File: src/rtl/uart_massiv_pkg.sv
// Shared definitions for the UART massiv receive path: parity encodings,
// receive FSM states, bit-period helper and idle-timeout length.
package uart_massiv_pkg;

    localparam int unsigned PARITY_NONE = 0;
    localparam int unsigned PARITY_ODD  = 1;
    localparam int unsigned PARITY_EVEN = 2;

    // Idle time, in bit periods, that ends a burst when the timeout is built in
    localparam int unsigned IDLE_TIMEOUT_BITS = 10;

    typedef enum logic [2:0] {
        ST_IDLE,
        ST_START,
        ST_DATA,
        ST_PARITY,
        ST_STOP,
        ST_STORE
    } rx_state_t;

    function automatic int unsigned clks_per_bit(input int unsigned clock_hz,
                                                 input int unsigned baud);
        return clock_hz / baud;
    endfunction

endpackage

File: src/rtl/uart_rx_pack_deserializer.sv
// Serial-to-pack front end: 2-FF line synchroniser, receive FSM and bit timer.
// Emits a one-clock pack_valid with the pack data and a combined parity/framing
// error flag. With UART_RX_IDLE_TIMEOUT_EN defined it also exposes the
// synchronised falling-edge strobe used by the burst-end timeout.
module uart_rx_pack_deserializer
    import uart_massiv_pkg::*;
#(
    parameter int unsigned CLKS_PER_BIT  = 4,
    parameter int unsigned PARITY        = PARITY_EVEN,
    parameter int unsigned NUM_DATA_BITS = 5,
    parameter int unsigned NUM_STOP_BITS = 1
) (
    input  logic                     clk,
    input  logic                     rst,
    input  logic                     rx,
    output logic                     pack_valid,
    output logic [NUM_DATA_BITS-1:0] pack_data,
    output logic                     pack_err,
    output logic                     active
`ifdef UART_RX_IDLE_TIMEOUT_EN
    ,
    output logic                     rx_fall_c
`endif
);

    localparam int unsigned TMR_W  = $clog2(CLKS_PER_BIT + 1);
    localparam int unsigned BIT_W  = $clog2(NUM_DATA_BITS + 1);
    localparam int unsigned STOP_W = 2;

    logic                     rx_meta;
    logic                     rx_sync;
    logic                     rx_prev;
    logic                     fall_c;
    logic                     bit_end_c;
    logic                     par_exp_c;
    rx_state_t                state;
    logic [TMR_W-1:0]         timer;
    logic [BIT_W-1:0]         bit_idx;
    logic [STOP_W-1:0]        stop_idx;
    logic [NUM_DATA_BITS-1:0] shreg;
    logic                     perr;
    logic                     ferr;

    assign fall_c    = rx_prev & ~rx_sync;
    assign bit_end_c = (timer == TMR_W'(CLKS_PER_BIT - 1));
    assign par_exp_c = (PARITY == PARITY_ODD) ? ~(^shreg) : (^shreg);

`ifdef UART_RX_IDLE_TIMEOUT_EN
    assign rx_fall_c = fall_c;
`endif

    // Synchronise the asynchronous line and keep one delayed copy for edge detect
    always_ff @(posedge clk) begin
        if (rst) begin
            rx_meta <= 1'b1;
            rx_sync <= 1'b1;
            rx_prev <= 1'b1;
        end else begin
            rx_meta <= rx;
            rx_sync <= rx_meta;
            rx_prev <= rx_sync;
        end
    end

    // Receive FSM; the start check lands half a bit after the detected edge,
    // every later sample one full bit period after the previous one
    always_ff @(posedge clk) begin
        if (rst) begin
            state      <= ST_IDLE;
            timer      <= '0;
            bit_idx    <= '0;
            stop_idx   <= '0;
            shreg      <= '0;
            perr       <= 1'b0;
            ferr       <= 1'b0;
            pack_valid <= 1'b0;
            pack_data  <= '0;
            pack_err   <= 1'b0;
            active     <= 1'b0;
        end else begin
            pack_valid <= 1'b0;
            timer      <= timer + TMR_W'(1);
            case (state)
                ST_IDLE: begin
                    timer <= '0;
                    if (fall_c) begin
                        state    <= ST_START;
                        active   <= 1'b1;
                        bit_idx  <= '0;
                        stop_idx <= '0;
                        perr     <= 1'b0;
                        ferr     <= 1'b0;
                    end
                end
                ST_START: begin
                    if (timer == TMR_W'(CLKS_PER_BIT / 2 - 1)) begin
                        timer <= '0;
                        if (!rx_sync) begin
                            state <= ST_DATA;
                        end else begin
                            state  <= ST_IDLE;
                            active <= 1'b0;
                        end
                    end
                end
                ST_DATA: begin
                    if (bit_end_c) begin
                        timer <= '0;
                        shreg <= {rx_sync, shreg[NUM_DATA_BITS-1:1]};
                        if (bit_idx == BIT_W'(NUM_DATA_BITS - 1)) begin
                            state <= (PARITY != PARITY_NONE) ? ST_PARITY : ST_STOP;
                        end else begin
                            bit_idx <= bit_idx + BIT_W'(1);
                        end
                    end
                end
                ST_PARITY: begin
                    if (bit_end_c) begin
                        timer <= '0;
                        perr  <= (rx_sync != par_exp_c);
                        state <= ST_STOP;
                    end
                end
                ST_STOP: begin
                    if (bit_end_c) begin
                        timer <= '0;
                        ferr  <= ferr | ~rx_sync;
                        if (stop_idx == STOP_W'(NUM_STOP_BITS - 1)) begin
                            state      <= ST_STORE;
                            pack_valid <= 1'b1;
                            pack_data  <= shreg;
                            pack_err   <= perr | ferr | ~rx_sync;
                        end else begin
                            stop_idx <= stop_idx + STOP_W'(1);
                        end
                    end
                end
                ST_STORE: begin
                    timer  <= '0;
                    state  <= ST_IDLE;
                    active <= 1'b0;
                end
                default: begin
                    state  <= ST_IDLE;
                    active <= 1'b0;
                end
            endcase
        end
    end

endmodule

File: src/rtl/uart_rx_massiv_receiver.sv
// UART massiv receiver: collects received packs into a flat array and reports
// pack count, error count, overflow and FSM activity.
// Optional feature macro: UART_RX_IDLE_TIMEOUT_EN adds OUT_RX_BURST_END, a
// one-clock pulse after a stored burst is followed by a quiet line.
module uart_rx_massiv_receiver
    import uart_massiv_pkg::*;
#(
    parameter int unsigned UART_BAUD_RATE           = 9600,
    parameter int unsigned CLOCK_FREQUENCY          = 38400,
    parameter int unsigned PARITY                   = PARITY_EVEN,
    parameter int unsigned NUM_OF_DATA_BITS_IN_PACK = 5,
    parameter int unsigned NUMBER_STOP_BITS         = 1,
    parameter int unsigned RX_MASSIV_DEEP           = 4,
    parameter int unsigned RX_MASSIV_DEEP_LOG_2     = $clog2(RX_MASSIV_DEEP)
) (
    input  logic                                                IN_CLOCK,
    input  logic                                                IN_RESET,
    input  logic                                                RX_PORT,
    input  logic                                                IN_RX_CLEAR_BUFFER,
    output logic [NUM_OF_DATA_BITS_IN_PACK*RX_MASSIV_DEEP-1:0]  OUT_RX_DATA_MASSIV,
    output logic [RX_MASSIV_DEEP_LOG_2:0]                       OUT_RX_NUM_OF_DATA_PACKS_READY,
    output logic [RX_MASSIV_DEEP_LOG_2:0]                       OUT_RX_ERROR,
    output logic                                                OUT_RX_OVERFLOW,
    output logic                                                OUT_RX_ACTIVE
`ifdef UART_RX_IDLE_TIMEOUT_EN
    ,
    output logic                                                OUT_RX_BURST_END
`endif
);

    localparam int unsigned N     = NUM_OF_DATA_BITS_IN_PACK;
    localparam int unsigned D     = RX_MASSIV_DEEP;
    localparam int unsigned CNT_W = RX_MASSIV_DEEP_LOG_2 + 1;
    localparam int unsigned CPB   = clks_per_bit(CLOCK_FREQUENCY, UART_BAUD_RATE);

    logic         pack_valid;
    logic [N-1:0] pack_data;
    logic         pack_err;
    logic         store_ok_c;

`ifdef UART_RX_IDLE_TIMEOUT_EN
    localparam int unsigned TIMEOUT = IDLE_TIMEOUT_BITS * CPB;
    localparam int unsigned TO_W    = $clog2(TIMEOUT + 1);

    logic            rx_fall_c;
    logic            armed;
    logic [TO_W-1:0] idle_cnt;
`endif

    uart_rx_pack_deserializer #(
        .CLKS_PER_BIT  (CPB),
        .PARITY        (PARITY),
        .NUM_DATA_BITS (N),
        .NUM_STOP_BITS (NUMBER_STOP_BITS)
    ) u_deser (
        .clk        (IN_CLOCK),
        .rst        (IN_RESET),
        .rx         (RX_PORT),
        .pack_valid (pack_valid),
        .pack_data  (pack_data),
        .pack_err   (pack_err),
        .active     (OUT_RX_ACTIVE)
`ifdef UART_RX_IDLE_TIMEOUT_EN
        ,
        .rx_fall_c  (rx_fall_c)
`endif
    );

    assign store_ok_c = pack_valid && (OUT_RX_NUM_OF_DATA_PACKS_READY < CNT_W'(D));

    // Pack array and counters; clear wins over a pack finishing in the same cycle
    always_ff @(posedge IN_CLOCK) begin
        if (IN_RESET || IN_RX_CLEAR_BUFFER) begin
            OUT_RX_DATA_MASSIV             <= '0;
            OUT_RX_NUM_OF_DATA_PACKS_READY <= '0;
            OUT_RX_ERROR                   <= '0;
            OUT_RX_OVERFLOW                <= 1'b0;
        end else if (pack_valid) begin
            if (store_ok_c) begin
                for (int k = 0; k < D; k++) begin
                    if (OUT_RX_NUM_OF_DATA_PACKS_READY == CNT_W'(k)) begin
                        OUT_RX_DATA_MASSIV[k*N +: N] <= pack_data;
                    end
                end
                OUT_RX_NUM_OF_DATA_PACKS_READY <= OUT_RX_NUM_OF_DATA_PACKS_READY + CNT_W'(1);
                if (pack_err && (OUT_RX_ERROR < CNT_W'(D))) begin
                    OUT_RX_ERROR <= OUT_RX_ERROR + CNT_W'(1);
                end
            end else begin
                OUT_RX_OVERFLOW <= 1'b1;
            end
        end
    end

`ifdef UART_RX_IDLE_TIMEOUT_EN
    // Burst-end timer: counts quiet clocks from the last stop mid-sample and
    // fires once if a pack was stored since the last clear or pulse
    always_ff @(posedge IN_CLOCK) begin
        if (IN_RESET) begin
            idle_cnt         <= '0;
            armed            <= 1'b0;
            OUT_RX_BURST_END <= 1'b0;
        end else begin
            OUT_RX_BURST_END <= 1'b0;
            if (IN_RX_CLEAR_BUFFER) begin
                idle_cnt <= '0;
                armed    <= 1'b0;
            end else if (pack_valid) begin
                idle_cnt <= TO_W'(1);
                if (store_ok_c) begin
                    armed <= 1'b1;
                end
            end else if (OUT_RX_ACTIVE || rx_fall_c) begin
                idle_cnt <= '0;
            end else if (armed) begin
                if (idle_cnt == TO_W'(TIMEOUT - 1)) begin
                    OUT_RX_BURST_END <= 1'b1;
                    armed            <= 1'b0;
                    idle_cnt         <= '0;
                end else begin
                    idle_cnt <= idle_cnt + TO_W'(1);
                end
            end
        end
    end
`endif

endmodule

File: config.mk
export PLATFORM = sky130hd
export DESIGN_NAME = uart_rx_massiv_receiver
export DESIGN_NICKNAME = d
export VERILOG_FILES = /design/src/rtl/uart_massiv_pkg.sv /design/src/rtl/uart_rx_pack_deserializer.sv /design/src/rtl/uart_rx_massiv_receiver.sv
export SDC_FILE = /design/constraint.sdc
export NUM_CORES = 1
export LEC_CHECK = 0
export CAP_MARGIN = 20
export CORE_MARGIN = 2
export CORE_UTILIZATION = 45
export CTS_BUF_LIST = sky130_fd_sc_hd__clkbuf_4 sky130_fd_sc_hd__clkbuf_8
export CTS_CLUSTER_DIAMETER = 60
export CTS_CLUSTER_SIZE = 40
export DETAILED_ROUTE_END_ITERATION = 10
export PLACE_DENSITY_LB_ADDON = 0.3
export REMOVE_ABC_BUFFERS = 1
export SLEW_MARGIN = 10
export SYNTH_ARGS = -nofsm -noshare
export SYNTH_HDL_FRONTEND = slang
export SYNTH_HIERARCHICAL = 1
export SYNTH_SLANG_ARGS = --single-unit
File: constraint.sdc
create_clock -name IN_CLOCK -period 3.7 [get_ports IN_CLOCK]
set_input_delay 0.74 -clock IN_CLOCK [delete_from_list [all_inputs] [get_ports IN_CLOCK]]
set_output_delay 0.74 -clock IN_CLOCK [all_outputs]
set_load 0.005 [all_outputs]
==> results.cfg <==
[yosys]
synth_edf_count = 0
synthFlopType = dfxtp_1
ys_warn_count = 6
netlist_area_um2 = 2500
ys_async_sr_fraction = 0
synth_cells = 277
seq_area_frac_synth = 0.448
syn_area_per_cell_um2 = 9.04
synth_seq_cells = 56
yosysUniqueCellTypes = 43

[placed_design]
dp_hpwl_um = 3240
port_buffers = 31
gp_congestion = 0.797
dpl.cell_count = 365

[job]
maxCapViolations = 0

[final_layout]
stdcell_count = 373
diodes = 0
nFillCells = 510
ff_latch_area_um2 = 1120
layout-drive-gt1-share = 0.0598
final_common_cell = dfxtp_1
final_nets = 317
multi_input_area_um2 = 1220
final_cell_mix = dfxtp_1 (56), a21oi_1 (35), clkdlybuf4s50_1 (31)
syn2layout_area_growth_pct = 15.6

[worst_setup_path]
rr_worst_depth = 6
cp.required_ns = 2.96
worst-setup-path-type = reg2out
crit_chain = clkdlybuf4s50_1
critPathCaptureType = output port
endpoint = OUT_RX_NUM_OF_DATA_PACKS_READY[2]
crit_fanout = 9
r2r_end = u_deser/bit_idx[2]
crit_cells = 1
path_delay_family = buffers and inverters
cp_num_buf_inv = 1
startpoint = OUT_RX_NUM_OF_DATA_PACKS_READY[2]
crit_path_top_delay_cell = clkdlybuf4s50_1
worstPathArrival_ns = 1.40
r2r_slack_ns = 1.65
cp-start-kind = flip-flop
r2r-start = u_deser/timer[0]
slowest_delay_ns = 0.57

[floorplan]
row_count = 27
coreArea_um2 = 5440
die_w_um = 78.6
ios = 32
die_height_um = 78.6
dieArea_um2 = 6180
start_util = 0.460

[clock_tree]
cts.clk_slew.worst_paths_ns = 0.10
ctsResizeCount = 0
cts_inserted_buffers = 5
postCtsSetupBuffers = 0
cts_tree = yes
insertion_delay_ns = 0.31
cts.sinks = 56
cts_buffer_depth = 2
cts-root-buf = clkbuf_8
hold_buffers = 0
htree_levels = 2

[routing]
drt_iter0_drc = 120
vias = 1965
drc = 0
drtPass1Iterations = 4
vias_per_cell = 5.27
met3_length_um = 134
wl_per_cell_um = 12.4
routed_wl_um = 4620
routed-wl-met2_um = 2190
detail-route-antenna-nets = 0
top_layer = met4
wl_met1_um = 2230

[power_and_ir_drop]
power.share.clock = 0.348
cellPowerDensity_nw_per_um2 = 334
p_seq_frac = 0.629
switching_share = 0.226
p_int_mw = 0.749
power.ir.vdd_worst_uv = 192
leakagePower_nw = 0.995
power_mw = 0.967
p_sw_mw = 0.218
p_comb_frac = 0.024

[global_route]
grt_pass1_vias = 1720
grt_pass1_wl_um = 7710
grt_max_degree = 29
antenna_found_initial = 0
grt-ovfl-total = 0
track_usage = 0.155

[run_status]
outcome = completed

[worst_hold_path]
hold_path_class = reg2reg

[timing]
min_period_ns = 2.14
fin_crit_sh = 0.579
max_freq_mhz = 467
slew_headroom = 0.365
setup_violations = 0
rsz0062_at_grt = no
whs_ns = 0.422
tightest_slew_ns = 0.952
drv_slew = 0
tns_ns = 0
hold_violations = 0
fin_skew_ns = 0.00862
==> Yosys cell counts, types with 3 or more instances <==
cell type / count / area (um2)
nor3_1: 3 / 15.0
mux2i_1: 13 / 130
or2_2: 4 / 25.0
nand2_1: 25 / 93.8
ha_1: 13 / 163
nand3_1: 23 / 115
nand3b_1: 4 / 30.0
buf_2: 4 / 20.0
clkbuf_1: 7 / 26.3
inv_1: 14 / 52.6
a21oi_1: 35 / 175
dfxtp_1: 56 / 1120
nor3b_1: 3 / 22.5
nand2b_1: 6 / 37.5
xnor2_1: 5 / 43.8
nor2_1: 24 / 90.1
o21ai_0: 3 / 15.0
a31oi_1: 3 / 18.8
==> final cells by class <==
type                    instances  share of cell area
flip-flops and latches         56               0.387
clock inverters                 3             0.00735
clock buffers                   5              0.0238
inverters                      14              0.0182
repair buffers                 32               0.110
multi-input cells             191               0.423
well taps                      72              0.0311
==> worst min-delay path by stage <==
stage                    startpoint               to  slack (ns)  cells past startpoint
CTS                 u_deser/rx_meta  u_deser/rx_sync        0.42                      1
floorplan           u_deser/rx_meta  u_deser/rx_sync        0.39                      1
finish              u_deser/rx_meta  u_deser/rx_sync        0.42                      1
global placement    u_deser/rx_meta  u_deser/rx_sync        0.39                      1
global route        u_deser/rx_meta  u_deser/rx_sync        0.45                      1
detailed placement  u_deser/rx_meta  u_deser/rx_sync        0.40                      1
==> logic make-up after synthesis <==
family,after synthesis,synth area share
buffers and inverters,30,0.0635
AOI/OAI and AO/OA,48,0.108
adders and majority gates,13,0.0650
and+or+nand+nor,111,0.237
DFF,56,0.448
xor gates and xnor gates,6,0.0265
muxes,13,0.0520
==> sequential cells by signal (all words and copies together), names as in the netlist <==
signal	cells
OUT_RX_OVERFLOW	1
u_deser/bit_idx	3
u_deser/timer	3
u_deser/pack_err	1
u_deser/shreg	5
OUT_RX_ERROR	3
u_deser/rx_meta	1
u_deser/rx_prev	1
u_deser/rx_sync	1
u_deser/pack_valid	1
u_deser/perr	1
u_deser/pack_data	5
OUT_RX_NUM_OF_DATA_PACKS_READY	3
u_deser/ferr	1
u_deser/active	1
OUT_RX_DATA_MASSIV	20
u_deser/stop_idx	2
u_deser/state	3
==> worst register-to-register path, stage by stage, from the launching register on <==
cell	delay [ns]
dfxtp_1	0.38
ha_1	0.19
ha_1	0.36
nand2b_1	0.14
nor3_2	0.51
and4b_1	0.28
nor4_1	0.05
==> routing by layer <==
layer / global-route usage / up-vias
li1: - / 996
met1: 0.195 / 936
met2: 0.262 / 26
met3: 0.0356 / 7
met4: 0.0491 / 0
met5: 0 / -
==> through the flow <==
step | util | setup WS, ns | instance area [um2]
6_report | 0.532 | 1.56 | 2900
5_1_grt | 0.532 | 1.48 | 2900
4_1_cts | 0.532 | 1.53 | 2900
3_5_place_dp | 0.516 | 1.42 | 2810
3_3_place_gp | 0.516 | 1.42 | 2810
2_1_floorplan | - | 1.98 | 2400
==> power groups by stage <==
stage	clock, mW	sequential, mW	combinational [mW]
2_1_floorplan	0	0.621	0.0102
3_3_place_gp	0	0.622	0.0233
3_5_place_dp	0	0.622	0.0231
4_1_cts	0.348	0.608	0.0233
5_1_grt	0.374	0.608	0.0252
6_report	0.336	0.608	0.0230
(Power assumes the default switching activity.)
